===== src/rtl/dual_issue_scheduler.sv =====
// Issue scheduler for the 2-way MIPS core: holds one fetched pair, checks
// intra-pair hazards, and issues the pair together or split over two cycles.
module dual_issue_scheduler #(
  parameter int CNT_W = 32
) (
  input  logic             clk,
  input  logic             Reset,
  input  logic             f_valid,
  output logic             f_ready,
  input  logic [31:0]      f_instr_0,
  input  logic [31:0]      f_instr_1,
  input  logic             iss_ready,
  input  logic             flush,
  output logic             iss_valid_0,
  output logic [31:0]      iss_instr_0,
  output logic             iss_valid_1,
  output logic [31:0]      iss_instr_1,
  output logic [CNT_W-1:0] cnt_dual,
  output logic [CNT_W-1:0] cnt_single,
  output logic [CNT_W-1:0] cnt_stall
);

  typedef enum logic [1:0] {EMPTY, FULL, SPLIT} state_t;

  typedef struct packed {
    logic       has_dst;
    logic [4:0] dst;
    logic       use_rs;
    logic       use_rt;
    logic       mem;
    logic       ctrl;
  } dec_t;

  function automatic dec_t decode(input logic [31:0] instr);
    dec_t d;
    d = '0;
    case (instr[31:26])
      6'h00: begin
        if (instr != 32'h0) begin
          d.has_dst = 1'b1;
          d.dst     = instr[15:11];
          d.use_rs  = 1'b1;
          d.use_rt  = 1'b1;
        end
      end
      6'h08, 6'h0A, 6'h0C, 6'h0D: begin
        d.has_dst = 1'b1;
        d.dst     = instr[20:16];
        d.use_rs  = 1'b1;
      end
      6'h23: begin
        d.has_dst = 1'b1;
        d.dst     = instr[20:16];
        d.use_rs  = 1'b1;
        d.mem     = 1'b1;
      end
      6'h2B: begin
        d.use_rs = 1'b1;
        d.use_rt = 1'b1;
        d.mem    = 1'b1;
      end
      6'h04, 6'h05: begin
        d.use_rs = 1'b1;
        d.use_rt = 1'b1;
        d.ctrl   = 1'b1;
      end
      6'h02: d.ctrl = 1'b1;
      default: ;
    endcase
    // Writes to $0 are discarded, so they can never create a hazard.
    if (d.dst == 5'd0) begin
      d.has_dst = 1'b0;
    end
    return d;
  endfunction

  state_t      state_q, state_d;
  logic [31:0] buf0_q, buf0_d;
  logic [31:0] buf1_q, buf1_d;

  dec_t dec0, dec1;
  logic conflict;
  logic fire;
  logic drained;

  always_comb begin
    dec0 = decode(buf0_q);
    dec1 = decode(buf1_q);
    conflict = dec0.ctrl
            || (dec0.mem && dec1.mem)
            || (dec0.has_dst && dec1.use_rs  && (buf1_q[25:21] == dec0.dst))
            || (dec0.has_dst && dec1.use_rt  && (buf1_q[20:16] == dec0.dst))
            || (dec0.has_dst && dec1.has_dst && (dec1.dst == dec0.dst));
  end

  always_comb begin
    iss_valid_0 = 1'b0;
    iss_instr_0 = 32'h0;
    iss_valid_1 = 1'b0;
    iss_instr_1 = 32'h0;
    case (state_q)
      FULL: begin
        iss_valid_0 = 1'b1;
        iss_instr_0 = buf0_q;
        if (!conflict) begin
          iss_valid_1 = 1'b1;
          iss_instr_1 = buf1_q;
        end
      end
      SPLIT: begin
        iss_valid_0 = 1'b1;
        iss_instr_0 = buf1_q;
      end
      default: ;
    endcase
  end

  always_comb begin
    fire    = iss_ready && iss_valid_0;
    drained = fire && ((state_q == SPLIT) || iss_valid_1);
    f_ready = !flush && ((state_q == EMPTY) || drained);

    state_d = state_q;
    buf0_d  = buf0_q;
    buf1_d  = buf1_q;
    if (flush) begin
      state_d = EMPTY;
    end else begin
      if (fire) begin
        state_d = drained ? EMPTY : SPLIT;
      end
      // A newly accepted pair overrides the drain transition above.
      if (f_valid && f_ready) begin
        state_d = FULL;
        buf0_d  = f_instr_0;
        buf1_d  = f_instr_1;
      end
    end
  end

  always_ff @(posedge clk) begin
    if (Reset) begin
      state_q <= EMPTY;
      buf0_q  <= 32'h0;
      buf1_q  <= 32'h0;
    end else begin
      state_q <= state_d;
      buf0_q  <= buf0_d;
      buf1_q  <= buf1_d;
    end
  end

  // Counter order: 0 = dual issue, 1 = single issue, 2 = stall.
  logic [2:0]       cnt_inc;
  logic [CNT_W-1:0] cnt_q [3];
  logic [CNT_W-1:0] cnt_d [3];

  always_comb begin
    cnt_inc[0] = fire && iss_valid_1;
    cnt_inc[1] = fire && !iss_valid_1;
    cnt_inc[2] = (state_q != EMPTY) && !iss_ready;
  end

  generate
    for (genvar gi = 0; gi < 3; gi++) begin : g_cnt
      always_comb begin
        cnt_d[gi] = cnt_q[gi];
        if (cnt_inc[gi] && (cnt_q[gi] != {CNT_W{1'b1}})) begin
          cnt_d[gi] = cnt_q[gi] + 1'b1;
        end
      end

      always_ff @(posedge clk) begin
        if (Reset) begin
          cnt_q[gi] <= '0;
        end else begin
          cnt_q[gi] <= cnt_d[gi];
        end
      end
    end
  endgenerate

  assign cnt_dual   = cnt_q[0];
  assign cnt_single = cnt_q[1];
  assign cnt_stall  = cnt_q[2];

endmodule


===== config.mk =====
export PLATFORM = sky130hd
export DESIGN_NAME = dual_issue_scheduler
export DESIGN_NICKNAME = d
export VERILOG_FILES = /design/src/rtl/dual_issue_scheduler.sv
export SDC_FILE = /design/constraint.sdc
export NUM_CORES = 1
export LEC_CHECK = 0
export ABC_AREA = 0
export CAP_MARGIN = 5
export CORE_UTILIZATION = 31
export DETAILED_ROUTE_END_ITERATION = 10
export PLACE_DENSITY = 0.66
export SLEW_MARGIN = 10
export SYNTH_ARGS = -nofsm -noshare
export SYNTH_HDL_FRONTEND = slang
export SYNTH_SLANG_ARGS = --single-unit

===== constraint.sdc =====
create_clock -name clk -period 4.4 [get_ports clk]
set_input_delay 0.88 -clock clk [delete_from_list [all_inputs] [get_ports clk]]
set_output_delay 0.88 -clock clk [all_outputs]
set_load 0.1 [all_outputs]

### After elaboration in Yosys (flattened, before gate mapping)

Memory sizes are Yosys's and may differ from the RTL's.
Index checks and enable logic that the tools add are counted.

* add/sub/neg operators: 3
* reductions and logical operators: 46
* bitwise gates (word level): 4
* muxes and demuxes: 29
* equal/unequal tests: 25

Operator list (count)
* $mux 32: 8
* $add 32x1->32 const B: 3
* $ne 32x32->1 const B: 3
* $pmux 32 s2: 1
* $reduce_bool 32->1: 2
* $eq 6x4->1 const B: 8
* $eq 6x3->1 const B: 4
* $eq 6x6->1 const B: 4
* $pmux 6 s2: 2
* $logic_and 1x1->1: 17
* $mux 8: 2
* $eq 5x5->1: 3
* $mux 1: 13
* $logic_not 6->1: 2
* $logic_not 5->1: 2
* $reduce_or 5->1: 2
* $reduce_or 3->1: 3
* $reduce_or 2->1: 4
* $reduce_or 8->1: 1
* $eq 6x2->1 const B: 1
* $logic_or 1x1->1: 6
* $pmux 1 s2: 2
* $reduce_bool 2->1: 2
* $logic_not 1->1: 3
* other kinds (7): 9

* word-level logic and storage cells: 112
* output and inout port bits: 163
* memories: 1
* bits in writable memories: 96
* input bits: 69
* register bits: 66

Memory list
* cnt_q: depth 3, bits a word 32, rd ports 3, clocked after Yosys merged registers in 0, write ports 3, line 155 `logic [CNT_W-1:0] cnt_q [3];`

### Depth between registers and ports, before layout

* depth after elaboration: 18
* gate-level depth with buffers: 16
* gate-level depth less buffers: 11

### Worst setup path after synthesis

OpenSTA, ideal clock, no wires.

* kind: register to output
* start: register buf0_q[30]
* end: output f_ready
* buffers on the path: 3
* setup slack: -0.959 ns
* arrival time: 4.479 ns
* required time: 3.520 ns
* stages on the path, launching flop included: 14
* cell sequence: dfxtp_1 > clkbuf_1 > nor2_1 > and2_1 > buf_2 > a32oi_1 > a222oi_1 > and3_1 > a311o_1 > o21a_4 > inv_2 > buf_2 > nor3_1 > nor3_1

* longest elaborated chain between the ends: 16
* elaborated cells between the ends (all ways): 40
* classes of those cells: 12 x eq/ne; 7 x mux; 21 x reduce/logical

RTL lines
* from (decl): line 78 `logic [31:0] buf0_q, buf0_d;`
* from (signal assigned): line 148 `buf0_q <= buf0_d;`
* $reduce_bool 32->1, or another cell as far along: line 39 `if (instr != 32'h0) begin`
* $mux 8 / $reduce_or 5->1 (equally long branches)
* $pmux 6 s2: line 37 `case (instr[31:26])`
* $logic_not 5->1: line 71 `if (d.dst == 5'd0) begin`
* $mux 1: line 71
* $logic_and 1x1->1 (2 in a row): line 91 `|| (dec0.has_dst && dec1.use_rs && (buf1_q[25:21] == dec0.dst))`
* $logic_or 1x1->1: line 91
* $logic_or 1x1->1: line 92 `|| (dec0.has_dst && dec1.use_rt && (buf1_q[20:16] == dec0.dst))`
* $logic_or 1x1->1 *: line 93 `|| (dec0.has_dst && dec1.has_dst && (dec1.dst == dec0.dst));`
* $mux 1 *: line 105 `if (!conflict) begin`
* $mux 1 *: line 101 `case (state_q)`
* $logic_or 1x1->1 *: line 120 `drained = fire && ((state_q == SPLIT) || iss_valid_1);`
* $logic_and 1x1->1 *: line 120
* $logic_or 1x1->1 *: line 121 `f_ready = !flush && ((state_q == EMPTY) || drained);`
* $logic_and 1x1->1 *: line 121
* to (decl): line 9 `output logic f_ready,`

Mark *: on every way between the ends. The rest lies on a longest branch, timed or not.

### Final worst setup path

* start: register buf0_q[28]
* end: output iss_instr_1[7]

* longest elaborated chain between the ends: 12
* elaborated cells between the ends (all ways): 36
* classes of those cells: 12 x eq/ne; 7 x mux; 17 x reduce/logical

RTL lines
* $reduce_bool 32->1, or another cell as far along: line 39
* $mux 8 / $reduce_or 5->1 (equally long branches)
* $pmux 6 s2: line 37
* $logic_not 5->1: line 71
* $mux 1: line 71
* $logic_and 1x1->1 (2 in a row): line 91
* $logic_or 1x1->1: line 91
* $logic_or 1x1->1: line 92
* $logic_or 1x1->1 *: line 93
* $mux 32 *: line 105
* $mux 32 *: line 101
* to (decl): line 17 `output logic [31:0] iss_instr_1,`

Marked as above.

==> flow_summary.toml <==
[setup_path]
crit_path_end_kind = "output pin"
critPathTopFamily = "compound AO/OA/AOI/OAI gates"
cp_slowest_cell = "dfxtp_1"
crit_path_max_incr_delay_ns = 0.49
cp-start-kind = "flip-flop"
required_ns = 3.52
path_class = "flip-flop to output pin"
critical_path.max_fanout = 23
cp_num_buf_inv = 3
arrival_ns = 3.36
crit_chain = "or4bb_1 -> o211ai_4 -> o311a_1 -> a2111oi_2 -> and3_1 -> a311o_1 -> o21a_4 -> inv_2 -> buf_6 -> and2_1 -> buf_12"

[global_route]
grt_max_degree = 88
grtUsageTotal = 0.194
grt_pass1_wl_um = 42500
grt_pass1_vias = 7449
antenna_found_initial = 3
grt_remaining_overflow = 0

[die]
start_util = 0.317
dieWidth_um = 166
core-area_um2 = 26200
die-area_um2 = 27500
fp.dieH_um = 166
ios = 232
rows = 59

[sta]
fin_crit_ns = 4.24
skew_ns = 0.0109
fmax_ghz = 0.236
period_share = 0.963
slew_viol_final = 0
relSlewSlack = 0.295
final_hold_viol_count = 0
setup_violations = 0
worstMarginPinSlew_ns = 1.05

[pwr]
leakagePower_nw = 4.39
power.density_nw_per_um2 = 287
fin_total_pwr_w = 0.00341
peakVddDrop_mv = 0.192

[layout]
fin_util = 0.452
layout-drive-gt1-share = 0.119
areaGrowthSynthToFinish_pct = 42.6
fin_nets = 1279

[placement]
place_congestion = 0.914
dp_hpwl_um = 19300
io_buffer_count = 231

[drt]
drtIter0Drc = 504
dr.pass1.iters = 8
route.detailed.drc = 19
wirelength_um = 26800
wire_per_inst_um = 17.3
via_per_inst = 5.17
ant_nets = 0
num_vias = 8031

[yosys]
synth_top_area_cell = "dfxtp_1"
synth_top_area_frac = 0.390
avgSynthCellArea_um2 = 8.39
syn-num-nets = 1066
syn_area_um2 = 8320
syn_inst = 991
ys_top_cells_by_area = "dfxtp_1 (39%), mux2i_1 (7.9%), nor2_1 (7.8%)"
synth_edf_count = 0
async_reset_ff_frac = 0
yosysSeqAreaShare = 0.390
synth_cell_types = 64
synth_warnings = 0
synth-seq-cells = 162
synthFlopType = "dfxtp_1"

[clock_network]
ctsHtreeMaxLevel = 4
clkLatencyLatePin_ns = 0.42
clock-sinks = 162
clockBufferDepth = 2
cts_tree = "built"
path_clk_slew_ns = 0.07
cts_buffers = 17
cts_root_buf = "clkbuf_16"

[min_path]
holdCritPathClass = "flip-flop to flip-flop"

[job]
maxCapViolCount = 0

[outcome]
status = "finished with violations"
failed_checks = "DRC"
## kinds of logic after synthesis
group,count (synthesis),share of synthesized area
multiplexers,67,0.0808
buffers and inverters,84,0.0423
AND/OR/NAND/NOR,471,0.289
adder cells (fa/ha/maj),6,0.00903
AO/OA/AOI/OAI,123,0.107
flip-flops,162,0.390
XOR/XNOR,78,0.0821
## per-stage QoR
step | setup TNS (ns) | instances | hold slack (ns) | area, um2 | worst slack (ns)
2_1_floorplan | -2.58 | 991 | 0.455 | 8330 | -0.250
3_5_place_dp | 0 | 1518 | 0.480 | 11200 | 0.439
3_3_place_gp | 0 | 1518 | 0.476 | 11200 | 0.504
4_1_cts | 0 | 1550 | 0.490 | 11800 | 0.00303
6_report | 0 | 1553 | 0.483 | 11900 | 0.161
5_1_grt | -0.00201 | 1553 | 0.517 | 11900 | -0.00201
## layout make-up
cell class	count	area, um2
antenna	1	2.50
sequential	162	3240
fill	2522	14300
multi-input combinational	745	4790
tap	335	419
clock buffer	20	437
clock inverter	12	123
inverter	27	101
timing repair buffer	251	2750
## power breakdown
| group | switching, W | leakage (nW) | internal, W | total (W) |
|---|---|---|---|---|
| clock | 0.000656 | 0.268 | 0.000795 | 0.00145 |
| sequential | 0.0000501 | 1.31 | 0.00150 | 0.00155 |
| combinational | 0.000226 | 2.81 | 0.000184 | 0.000410 |
## flip-flops by register name, indices dropped and copies added (netlist names)
register,cells
cnt_q,96
state_q,2
buf1_q,32
buf0_q,32
## layout by cell type (no fill, tap or decap), types with 21 or more instances in the layout
cell type / Yosys / layout
mux2i_1: 66 / 66
clkdlybuf4s50_1: 0 / 163
a22oi_1: 38 / 38
dfxtp_1: 162 / 162
nor2b_1: 38 / 38
nor3_1: 26 / 25
and2_1: 31 / 21
xnor2_1: 42 / 42
nand3_1: 37 / 37
buf_4: 7 / 51
nor2_1: 173 / 173
a21oi_1: 25 / 25
inv_1: 26 / 26
nand2_1: 47 / 47
xor2_1: 36 / 36
buf_12: 0 / 36
nand4_1: 28 / 28
## worst paths after layout
kind                            slack [ns]       start             end  cells past startpoint
worst min-delay path                  0.48  state_q[0]      state_q[0]                      2
worst max-delay path                  0.16  buf0_q[28]  iss_instr_1[7]                     11
worst max register to register        0.76  buf0_q[28]    cnt_q[0][17]                     12
worst min register to register        0.48  state_q[0]      state_q[0]                      2
## synthesized netlist by cell type, types with 2 or more instances
| library cell | count |
|---|---|
| nor2_1 | 173 |
| dfxtp_1 | 162 |
| mux2i_1 | 66 |
| nand2_1 | 47 |
| clkbuf_1 | 42 |
| xnor2_1 | 42 |
| a22oi_1 | 38 |
| nor2b_1 | 38 |
| nand3_1 | 37 |
| xor2_1 | 36 |
| and2_1 | 31 |
| nand4_1 | 28 |
| inv_1 | 26 |
| nor3_1 | 26 |
| a21oi_1 | 25 |
| and3_1 | 20 |
| o21ai_0 | 17 |
| or3_1 | 16 |
| nor4_1 | 15 |
| and4_1 | 12 |
| buf_2 | 8 |
| o31ai_1 | 8 |
| or4_1 | 8 |
| buf_4 | 7 |
| a211oi_1 | 6 |
| ha_1 | 6 |
| a222oi_1 | 3 |
| a22o_1 | 3 |
| nand2b_1 | 3 |
| nand4b_1 | 3 |
| or2_2 | 3 |
| a32oi_1 | 2 |
| nor4b_1 | 2 |
| o21ai_1 | 2 |
## layer usage
layer | routed length [um] | track usage | share of wire
met3 | 1690 | 0.0469 | 0.063
met5 | 31 | 0 | 0.0012
met4 | 420 | 0.0561 | 0.016
met1 | 12200 | 0.251 | 0.45
met2 | 12500 | 0.320 | 0.47
## worst min-delay path: cells and delay by family (launching register included)
kind	cells	cell delay, ns
compound gates	1	0.06
flops	1	0.32
simple gates	1	0.06
## repair_timing
action	CTS	global route
endpoints found under the setup margin	14	33
buffers inserted	0	2
gates resized for setup	1	6
pin swaps	0	2
hold endpoints to repair	0	0
hold buffers	0	0
No activity file was read; power rests on OpenSTA's default activity.
